## src/rtl/shadow_commit_pkg.sv

```systemverilog
// Shared types and helpers for the shadow/commit register bank.
// Channel slicing and counter sizing live here so every file agrees.
package shadow_commit_pkg;

   typedef enum logic {
      IDLE = 1'b0,
      PEND = 1'b1
   } state_t;

   localparam int MIN_CNT_W = 1;

   function automatic int clog2(input int n);
      int r;
      int v;
      r = 0;
      v = n - 1;
      while (v > 0) begin
         r = r + 1;
         v = v >> 1;
      end
      return r;
   endfunction

   function automatic int slice_lo(input int c, input int w);
      return c * w;
   endfunction

endpackage

```

## src/rtl/shadow_commit_chan.sv

```systemverilog
// One channel: shadow copy, committed output copy and dirty flag.
// Writes in the commit cycle are folded straight into the output.
module shadow_commit_chan
   import shadow_commit_pkg::*;
#(
   parameter int               WIDTH = 1,
   parameter logic [WIDTH-1:0] INIT  = '0
) (
   input  logic             clk,
   input  logic             rst_n,
   input  logic             wr_en,
   input  logic [WIDTH-1:0] wr_data,
   input  logic             commit_go,
   output logic [WIDTH-1:0] q,
   output logic             dirty
);

   logic [WIDTH-1:0] shadow;
   logic [WIDTH-1:0] nxt;

   assign nxt = wr_en ? wr_data : shadow;

   always_ff @(posedge clk or negedge rst_n) begin
      if (!rst_n) begin
         shadow <= INIT;
         q      <= INIT;
         dirty  <= 1'b0;
      end else begin
         shadow <= nxt;
         if (commit_go) begin
            q <= nxt;
         end
         dirty <= commit_go ? 1'b0 : (dirty | wr_en);
      end
   end

endmodule

```

## src/rtl/shadow_commit_reg.sv

```systemverilog
// Multi-channel shadow/commit bank: all channels reach Q_OUT together
// on COMMIT or, optionally, after a quiet period with no writes.
module shadow_commit_reg
   import shadow_commit_pkg::*;
#(
   parameter int               WIDTH        = 1,
   parameter int               CHANNELS     = 4,
   parameter logic [WIDTH-1:0] INIT         = '0,
   parameter bit               AUTO_COMMIT  = 1'b0,
   parameter int               QUIET_CYCLES = 4
) (
   input  logic                      CLK,
   input  logic                      RST_N,
   input  logic [CHANNELS-1:0]       WR_EN,
   input  logic [WIDTH*CHANNELS-1:0] WR_DATA,
   input  logic                      COMMIT,
   output logic [WIDTH*CHANNELS-1:0] Q_OUT,
   output logic [CHANNELS-1:0]       DIRTY,
   output logic                      PENDING,
   output logic                      UPDATED
);

   localparam int CW_RAW = clog2(QUIET_CYCLES + 1);
   localparam int CW = (CW_RAW > MIN_CNT_W) ? CW_RAW : MIN_CNT_W;
   localparam logic [CW-1:0] QMAX  = CW'(QUIET_CYCLES);
   localparam logic [CW-1:0] QLAST = CW'(QUIET_CYCLES - 1);

   state_t        state;
   logic [CW-1:0] quiet_cnt;
   logic          any_wr;
   logic          auto_fire;
   logic          commit_go;

   assign any_wr    = |WR_EN;
   assign auto_fire = AUTO_COMMIT
                    && (state == PEND)
                    && !any_wr
                    && (quiet_cnt == QLAST);
   assign commit_go = COMMIT | auto_fire;
   assign PENDING   = (state == PEND);

   always_ff @(posedge CLK or negedge RST_N) begin
      if (!RST_N) begin
         state     <= IDLE;
         quiet_cnt <= '0;
         UPDATED   <= 1'b0;
      end else begin
         UPDATED <= commit_go;
         unique case (state)
            IDLE: begin
               if (any_wr && !commit_go) begin
                  state     <= PEND;
                  quiet_cnt <= '0;
               end
            end
            PEND: begin
               if (commit_go) begin
                  state     <= IDLE;
                  quiet_cnt <= '0;
               end else if (any_wr) begin
                  quiet_cnt <= '0;
               end else if (quiet_cnt != QMAX) begin
                  quiet_cnt <= quiet_cnt + 1'b1;
               end
            end
            default: begin
               state     <= IDLE;
               quiet_cnt <= '0;
            end
         endcase
      end
   end

   for (genvar c = 0; c < CHANNELS; c++) begin : g_chan
      shadow_commit_chan #(
         .WIDTH (WIDTH),
         .INIT  (INIT)
      ) u_chan (
         .clk       (CLK),
         .rst_n     (RST_N),
         .wr_en     (WR_EN[c]),
         .wr_data   (WR_DATA[slice_lo(c, WIDTH) +: WIDTH]),
         .commit_go (commit_go),
         .q         (Q_OUT[slice_lo(c, WIDTH) +: WIDTH]),
         .dirty     (DIRTY[c])
      );
   end

endmodule
```

## config.mk

```make
export PLATFORM = sky130hd
export DESIGN_NAME = shadow_commit_reg
export DESIGN_NICKNAME = d
export VERILOG_FILES = /design/src/rtl/shadow_commit_pkg.sv /design/src/rtl/shadow_commit_chan.sv /design/src/rtl/shadow_commit_reg.sv
export SDC_FILE = /design/constraint.sdc
export NUM_CORES = 1
export LEC_CHECK = 0
export CAP_MARGIN = 20
export CORE_MARGIN = 2
export CORE_UTILIZATION = 41
export DETAILED_ROUTE_END_ITERATION = 12
export GPL_ROUTABILITY_DRIVEN = 1
export PLACE_DENSITY = 0.74
export SYNTH_ARGS = -nofsm -noshare
export SYNTH_HDL_FRONTEND = slang
export SYNTH_SLANG_ARGS = --single-unit
```

## constraint.sdc

```tcl
create_clock -name CLK -period 1.2 [get_ports CLK]
set_input_delay 0.18 -clock CLK [delete_from_list [all_inputs] [get_ports CLK]]
set_output_delay 0.18 -clock CLK [all_outputs]
set_load 0.01 [all_outputs]
```

# Word level (Yosys, flattened, before mapping)

Index checks and enable logic that the tools add are counted.

Reductions and logical operators: 3
Bitwise gates (word level): 5
Muxes and demuxes: 11

Operators by type and width:

| cell                | count |
|---|---|
| $mux W1             | 10 |
| $or A1 B1 Y1        | 4 |
| $reduce_or A4 Y1    | 1 |
| $pmux W1 S2         | 1 |
| $logic_and A1 B1 Y1 | 1 |
| $logic_not A1 Y1    | 1 |
| $not A1 Y1          | 1 |

Logic and storage cells: 33
Output and inout bits: 10
Register bits after elaboration: 14

# Longest topological paths before layout

Depth in word-level cells: 4
Mapped depth: 2

# Cells and area by module

From an unflattened synthesis, not the netlist that was laid out.

Cell total of the unflattened synthesis: 33
Area total of the unflattened synthesis: 514.2 um^2

By module, submodules not included:

| module             | area an instance (um^2) | cells each | times used |
|---|---|---|---|
| shadow_commit_chan | 112.6                   | 7          | 4 |
| shadow_commit_reg  | 63.8                    | 5          | 1 |

# Worst setup path after synthesis

Ideal clock, no wire load.

Path type: register -> register
From: register g_chan[0].u_chan.shadow
To: register g_chan[0].u_chan.q
Setup time: 0.125 ns
Clock period less this slack: 0.968 ns
Stages on the path, launching flop included: 3
Data required time: 1.075 ns
Setup slack: 0.232 ns
Arrival time: 0.843 ns
Cells stage by stage: dfrtp_1 > mux2_4 > mux2_4

Word-level cells in the longest chain between the ends: 1

RTL lines:

| what                     | line                     | RTL |
|---|---|---|
| start: declaration       | shadow_commit_chan.sv:18 | `logic [WIDTH-1:0] shadow;` |
| start signal: assignment | shadow_commit_chan.sv:29 | `shadow <= nxt;` |
| $mux W1                  | shadow_commit_chan.sv:21 | `assign nxt = wr_en ? wr_data : shadow;` |
| via g_chan[0].u_chan.nxt | shadow_commit_chan.sv:19 | `logic [WIDTH-1:0] nxt;` |
| end signal: assignment   | shadow_commit_chan.sv:31 | `q <= nxt;` |
| end: declaration         | shadow_commit_chan.sv:14 | `output logic [WIDTH-1:0] q,` |

The timed path passes the listed nets, and every way through them passes these cells.
A chain may end at the register's enable or synchronous reset.

# Worst setup path in the final report

From: register g_chan[3].u_chan.dirty
To: output port DIRTY[3]

RTL lines:

| what                     | line                     | RTL |
|---|---|---|
| start: declaration       | shadow_commit_chan.sv:15 | `output logic dirty` |
| start signal: assignment | shadow_commit_chan.sv:33 | `dirty <= commit_go ? 1'b0 : (dirty \| wr_en);` |
| end: declaration         | shadow_commit_reg.sv:18  | `output logic [CHANNELS-1:0] DIRTY,` |

No word-level cell between the ends.

==> flow_metrics.tcl <==
set metrics [dict create \
    status "finished, final reports clean" \
    dp.cells 74 \
    finalClockSkew_ps 0.129 \
    cp.required_ps 1020 \
    cts_root_buffer "sky130_fd_sc_hd__clkbuf_4" \
    layout-area-overhead-vs-synth_pct 38.2 \
    number_of_post_cts_setup_repair_buffers 0 \
    cp_data_arrival_time_ps 950 \
    via_count 347 \
    power_density_nw_per_um2 1250 \
    largest_net_degree_at_the_start_of_global_routing 15 \
    dp_worst_setup_slack_ps -192 \
    report.final.hold_viol_count 0 \
    cts_sinks 14 \
    stdcell_count 77 \
    actual_slew_at_the_worst_max_slew_pin_ps 174 \
    chipHeight_um 41.6 \
    layout.nets 75 \
    setup_slack_ps 70.9 \
    worst_relative_slew_slack_pct 88.3 \
    drt_first_iter_violations 0 \
    antenna_diode_count 0 \
    tritoncts "done" \
    seq_power_share_pct 53.8 \
    ys_ff_latch 14 \
    irDropWorstVdd_uv 774 \
    syn-num-nets 53 \
    critical_path_class "register to primary output" \
    yosysTopAreaCell "sky130_fd_sc_hd__dfrtp_1" \
    max_freq_ghz 0.886 \
    cts_buffers 3 \
    worstSetupEndpointType "primary output" \
    cts.hold.buffers_added 0 \
    die_area_um2 1730 \
    timing.critical_path.max_delay_family "flip-flops" \
    fin_crit_ps 1130 \
    grt_usage_pct 12.8 \
    critical_path_buf_inv_count 1 \
    final_layout_size_suffix_gt1_share_pct 27.4 \
    floorplan.core_area_um2 1320 \
    yosysWarnings 0 \
    post_synth_top_area_share_pct 60.5 \
    remaining_drc_errors 0 \
    static-leakage-power_nw 0.396 \
    report.final.slew_viol_count 0 \
    setup_repair_after_global_routing_missed_its_margin "no" \
    final.period_utilization_pct 94.1 \
    grt_pass1_wl_mm 1.62 \
    crit_fanout 2 \
    cap_violations 0 \
    rows 13 \
    crit_slowest_cell "sky130_fd_sc_hd__dfrtp_1" \
    gp_congestion 0.700 \
    start_util_pct 44.0 \
    via_per_inst 4.51 \
    crit_path_cell_trace "dlygate4sd2_1" \
    postSynthAreaPerCell_um2 13.8 \
    distinct_cells_synth 7 \
    synth-seq-area-share_pct 60.5 \
    wire_length_reported_by_the_detailed_router_um 916 \
    final_util_pct 60.8 \
    cts.repair.resized 10 \
    dieWidth_um 41.6 \
    cell_types_occupying_the_most_area_after_synthesis "sky130_fd_sc_hd__dfrtp_1 60%, sky130_fd_sc_hd__mux2_4 21%, sky130_fd_sc_hd__buf_4 10%" \
    netSwitchingFraction_pct 23.6 \
    power.switching_uw 236 \
    ctsLongestPathBuffers 2 \
    crit_path_start_kind "register" \
    grt_overflow 0 \
    boundaryPins 21 \
    internal-power_uw 763 \
    syn-cell-area_um2 579 \
    holdCritPathClass "primary input to asynchronous set/reset pin" \
    cts.reportedPaths.clkPinSlew_ps 80 \
    combPwrFrac_pct 20.1 \
    antenna_found_initial 0 \
    htree_num_levels 1 \
    layout_commonest_cell "sky130_fd_sc_hd__dfrtp_1" \
    pwr-share-clk_pct 26.1 \
    cp_slowest_stage_delay_ps 390 \
    highest_count_cells_in_the_layout_ignoring_fill_and_taps "14 x sky130_fd_sc_hd__dfrtp_1, 10 x sky130_fd_sc_hd__clkdlybuf4s50_1, 10 x sky130_fd_sc_hd__dlygate4sd2_1, 9 x sky130_fd_sc_hd__nor2_1, 8 x sky130_fd_sc_hd__mux2_4" \
    syn_inst 42 \
    grt_pass1_vias 374 \
    endpoints_failing_setup 0 \
    route.detailed.wl_per_inst_um 11.9 \
    postRouteAntennaNets 0 \
    port_buffers 20 \
    clock_insertion_delay_worst_skew_ps 270 \
    initial_drt_pass_iterations 1 \
]
## synth_stat cells, drive strengths merged
| library cell | instances |
|---|---|
| buf | 9 |
| mux2 | 8 |
| dfrtp | 14 |
| nor2 | 9 |
| nor3 | 1 |
| a21oi | 1 |
## power groups by stage
stage,Sequential (mW),Combinational (mW),Clock [mW]
after CTS,0.540,0.205,0.272
after global placement,0.548,0.224,0
after global routing,0.544,0.218,0.290
after floorplan,0.544,0.130,0
final,0.538,0.201,0.260
after detailed placement,0.550,0.229,0
## layer usage
metal / track usage [%] / vias up / wire length (um)
li1: - / 170 / -
met1: 14.9 / 163 / 374
met2: 21.3 / 12 / 472
met3: 2.61 / 2 / 52
met4: 7.74 / 0 / 16
met5: 0 / - / 0
## stage by stage
stage	power, mW	cell area, um^2	setup TNS (ps)	hold slack, ps
floorplan	0.674	579	0	-116
global placement	0.772	791	-647	477
detailed placement	0.779	791	-718	482
CTS	1.02	801	0	194
global route	1.05	801	0	229
finish	0.999	801	0	193
## flip-flops by register name (all words and copies together), names as in the netlist
signal                count
g_chan.u_chan.dirty       4
PENDING                   1
g_chan.u_chan.shadow      4
UPDATED                   1
g_chan.u_chan.q           4
## area by class of cell
class	count	area, um^2
Timing Repair Buffer	26	245
Multi-Input combinational cell	19	164
Clock buffer	3	22.5
Sequential cell	14	350
Fill cell	113	517
Tap cell	15	18.8
## final timing paths
| check | cells after the start | to | startpoint | slack, ps |
|---|---|---|---|---|
| worst max-delay path | 1 | DIRTY[3] | g_chan[3].u_chan.dirty | 70 |
| worst min-delay path | 2 | g_chan[3].u_chan.dirty | RST_N | 190 |
| worst max register to register | 2 | g_chan[3].u_chan.q | g_chan[3].u_chan.shadow | 190 |
| worst min register to register | 2 | g_chan[1].u_chan.dirty | g_chan[1].u_chan.dirty | 490 |
| max in group asynchronous | 2 | g_chan[1].u_chan.q | RST_N | 840 |
| min in group CLK | 1 | UPDATED | COMMIT | 430 |
## cell families after synthesis
group	after synthesis	synth area share, %
DFF	14	60.5
buffers and inverters	9	11.2
AOI/OAI and AO/OA	1	0.863
muxes	8	20.7
and+or+nand+nor	10	6.69
Power figures use the tool's default switching activity.
